$ cat config.mk
export PLATFORM = sky130hd
export DESIGN_NAME = rstatus_monitor
export DESIGN_NICKNAME = d
export VERILOG_FILES = /design/src/rtl/rstatus_monitor.sv
export SDC_FILE = /design/constraint.sdc
export NUM_CORES = 1
export LEC_CHECK = 0
export CORE_MARGIN = 5
export CORE_UTILIZATION = 55
export CTS_CLUSTER_DIAMETER = 120
export DETAILED_ROUTE_END_ITERATION = 8
export PLACE_DENSITY = 0.88
export SLEW_MARGIN = 15
export SYNTH_ARGS = -nofsm -noshare
export SYNTH_HDL_FRONTEND = slang
export SYNTH_SLANG_ARGS = --single-unit
$ cat constraint.sdc
create_clock -name clock -period 7.7 [get_ports clock]
set_input_delay 1.54 -clock clock [delete_from_list [all_inputs] [get_ports clock]]
set_output_delay 1.54 -clock clock [all_outputs]
set_load 0.005 [all_outputs]
$ cat src/rtl/rstatus_monitor.sv
// rstatus_monitor: classifies writeback error events, keeps saturating
// per-class counters and queues {class, pc} records for a debug reader.
module rstatus_monitor #(
    parameter int DEPTH = 4,
    parameter int CNT_W = 8,
    parameter int PC_W  = 12
) (
    input  logic             clock,
    input  logic             reset,
    input  logic             wb_valid,
    input  logic             wb_error,
    input  logic [31:0]      wb_code,
    input  logic [PC_W-1:0]  wb_pc,
    output logic             rd_valid,
    input  logic             rd_ready,
    output logic [2:0]       rd_code,
    output logic [PC_W-1:0]  rd_pc,
    input  logic [2:0]       cnt_sel,
    output logic [CNT_W-1:0] cnt_out,
    input  logic             clr_cnt,
    output logic             overflow
);
    localparam int AW = $clog2(DEPTH);

    typedef struct packed {
        logic [2:0]      code;
        logic [PC_W-1:0] pc;
    } rec_t;

    rec_t             mem [DEPTH];
    logic [AW:0]      wptr, rptr;
    logic [CNT_W-1:0] cnt [8];

    logic       ev, full, empty, pop, push, drop;
    logic [2:0] cls;
    logic [7:0] inc;
    rec_t       head;

    // An event in the reset cycle is discarded along with everything else.
    assign ev    = wb_valid & wb_error & ~reset;
    assign cls   = (wb_code >= 32'd1 && wb_code <= 32'd5) ? wb_code[2:0] : 3'd0;
    assign empty = (wptr == rptr);
    assign full  = (wptr[AW] != rptr[AW]) && (wptr[AW-1:0] == rptr[AW-1:0]);
    // rd_ready is ignored while empty, so push+pop on empty is a plain push.
    assign pop   = ~empty & rd_ready;
    assign push  = ev & (~full | pop);
    assign drop  = ev & full & ~pop;

    assign head     = mem[rptr[AW-1:0]];
    assign rd_valid = ~empty;
    assign rd_code  = head.code;
    assign rd_pc    = head.pc;
    assign cnt_out  = cnt[cnt_sel];

    // One-hot of the counters bumped by this cycle's event.
    always_comb begin
        inc = '0;
        if (ev) begin
            inc[cls] = 1'b1;
            inc[7]   = 1'b1;
            if (drop) inc[6] = 1'b1;
        end
    end

    // FIFO storage and pointers; storage is cleared so rd_* read 0 out of reset.
    always_ff @(posedge clock) begin
        if (reset) begin
            wptr <= '0;
            rptr <= '0;
            for (int i = 0; i < DEPTH; i++) mem[i] <= '0;
        end else begin
            if (push) begin
                mem[wptr[AW-1:0]] <= '{code: cls, pc: wb_pc};
                wptr <= wptr + (AW+1)'(1);
            end
            if (pop) rptr <= rptr + (AW+1)'(1);
        end
    end

    // Saturating counters; clear beats a same-cycle event.
    always_ff @(posedge clock) begin
        if (reset || clr_cnt) begin
            for (int i = 0; i < 8; i++) cnt[i] <= '0;
        end else begin
            for (int i = 0; i < 8; i++)
                if (inc[i] && cnt[i] != {CNT_W{1'b1}}) cnt[i] <= cnt[i] + CNT_W'(1);
        end
    end

    // Sticky drop flag, only reset clears it.
    always_ff @(posedge clock) begin
        if (reset)     overflow <= 1'b0;
        else if (drop) overflow <= 1'b1;
    end
endmodule

==> results.md <==
* Outcome: finished clean
* Cells after Synth at 545
* Arrival @ worst endpoint at 3920 ps
* CTS H-tree depth at 4
* Dominant cell type by area after synthesis: edfxtp_1
* PwrDens at 205 nW/um^2
* Maximum VDD drop at 0.149 mV
* Final hold vios at 0
* Routed vias at 4898
* Postcts setup bufs at 0
* Root Driver: clkbuf_16
* CP Class: in -> out
* Multi-input gate area at 2980 sq um
* Cts hold-fix bufs at 0
* Max-slew violation count at 0
* Commonest cells in the synthesized netlist: 124 x edfxtp_1, 51 x and2_1, 41 x nor2_1
* Clk slew on worst S/H paths at 50 ps
* Post-DR wirelength/cell at 20.6 microns
* P_leak at 2.96 nW
* Syn-to-layout area delta at 20.0%
* Nets at 683
* Sink Count at 133
* Placeable core area at 12600 sq um
* Post_cts resized at 0
* Maximum clock path buffer count at 2
* Unrepaired setup endpoints after global routing: no
* Num CTS Buffers at 17
* Io pins at 78
* # port buffers at 77
* Worst-skew pair later-pin latency at 410 ps
* HP Class: reg -> reg
* Asr flop ratio synth at 0%
* Total Die Area at 15100 sq um
* GPL Wtd Cong at 0.963
* Remaining DRCs at 0
* Worst slack at placement at 2200 ps
* Row Count at 41
* Setup tns final at 0 ps
* Post-DRT Antenna Nets at 0
* Vias/cell at 6.09
* First-pass GRT wire length at 26.1 mm
* Worst setup SP type: input pin
* Final WL at 16.5 mm
* DP HPWL at 12.1 mm
* Crit. End Element: primary output
* First DRT Iteration DRCs at 535
* Starting Density at 55.9%
* Final setup viols at 0
* Fill count at 902
* Gr usage total at 22.9%
* Tcrit/Tclk final at 70.9%
* Storage cell area at 3900 sq um
* Number of synthesized flops with an enable pin at 124
* CTS tree: built
* Power Total at 1.73 mW
* Yosys top cell area share at 53.0%
* Post-synthesis sequential area ratio at 55.6%
* Max Cap Violations at 0
* WHS at 482 ps
* Die Ht at 123 microns
* Relative slew slack at 25.3%
* Fmax achieved at 183 MHz
* CP max FO at 16
* Top-count cell post-synth: edfxtp_1
* CP Data Required Time at 6160 ps
* Post-Synthesis Cell Area at 7020 sq um
* Syn_nets at 608
* Drt pass-1 iters at 6
* Chip Width at 123 microns
* Number of global-route vias before repair at 5074
* Mean Syn Cell Area at 12.9 sq um
* Clock skew at 4.89 ps
* # diodes at 0
* Antenna violations before repair at 0
* Worst setup margin at 2240 ps
* Synth warn at 0
* Fin crit period at 5460 ps
* Slew @ Worst Pin at 1110 ps
* Largest net degree at the start of global routing at 22
* Top cells by area, synth: edfxtp_1 53%, mux4_2 9.9%, and2_1 4.5%
* Ys flop type: edfxtp_1
* Distinct cells, synth at 53
* Grt ovf at 0
* #FFs+latches synth at 133
* Share of cells above drive strength 1 at 13.4%
## placed cells by master, fill, tap and decap left out, drive strengths merged, types with 3 or more instances in the layout
master / count
nor2: 49
clkdlybuf4s50: 77
nor4: 10
nand2: 18
dfxtp: 9
mux4: 31
inv: 10
or2: 5
o21ai: 7
mux2: 8
nor3: 28
buf: 3
edfxtp: 124
clkinv: 7
xor2: 26
or3: 4
clkinvlp: 4
ha: 10
nand3: 30
and3: 25
nand2b: 3
and2: 51
xnor2: 28
nor3b: 4
clkbuf: 20
nand4: 8
a21oi: 4
nor2b: 3
## routing by layer
layer / up-vias / share of wire (%) / track usage, %
met1: 2407 / 37 / 27.1
met4: 0 / 2.6 / 9.13
li1: 2207 / - / -
met2: 246 / 51 / 38.8
met3: 38 / 8.6 / 7.27
met5: - / 0 / 0
## worst max-delay path, cell delays in order
cell	delay [ps]
clkdlybuf4s50_1	1020
mux4_2	600
mux2_2	300
clkdlybuf4s50_1	450
## registers in the layout, summed over array words and instances, names as in the netlist, named ones only
name / cells
cnt: 64
mem: 60
overflow: 1
rptr: 3
wptr: 3
## power by group
| part | internal [mW] | switching (mW) |
|---|---|---|
| clock network | 0.402 | 0.286 |
| logic | 0.104 | 0.0707 |
| registers | 0.825 | 0.0401 |
| total | 1.33 | 0.397 |
## logic make-up (layout without fill, tap and decap cells)
kind of cell	after synthesis	after routing	share of synthesized area (%)
multiplexers	41	41	11.5
AO/OA/AOI/OAI	27	27	2.76
flip-flops	133	133	55.6
XOR/XNOR	54	54	6.74
adder cells (fa/ha/maj)	10	10	1.78
AND/OR/NAND/NOR	246	246	19.6
buffers and inverters	34	121	2.00
## final timing paths
| check | from | slack [ps] | to | cells after the start |
|---|---|---|---|---|
| setup reg to reg | cnt[5][0] | 5090 | cnt[5][6] | 4 |
| setup / recovery | cnt_sel[0] | 2240 | cnt_out[3] | 4 |
| hold / removal | overflow | 480 | overflow | 2 |
| hold reg to reg | overflow | 480 | overflow | 2 |
## stage by stage
stage | instance area [sq um] | util [%] | cells
2_1_floorplan | 7020 | - | 545
3_3_place_gp | 7930 | 63.1 | 773
3_5_place_dp | 7930 | 63.1 | 773
4_1_cts | 8430 | 67.0 | 804
5_1_grt | 8430 | 67.0 | 804
6_report | 8430 | 67.0 | 804
## layout make-up
cell class / count / share of cell area [%]
flip-flops and latches: 133 / 46.3
multi-input cells: 378 / 35.3
repair buffers: 80 / 9.41
clock buffers: 20 / 5.18
well taps: 172 / 2.55
clock inverters: 11 / 0.757
inverters: 10 / 0.445
(Power assumes the default switching activity.)
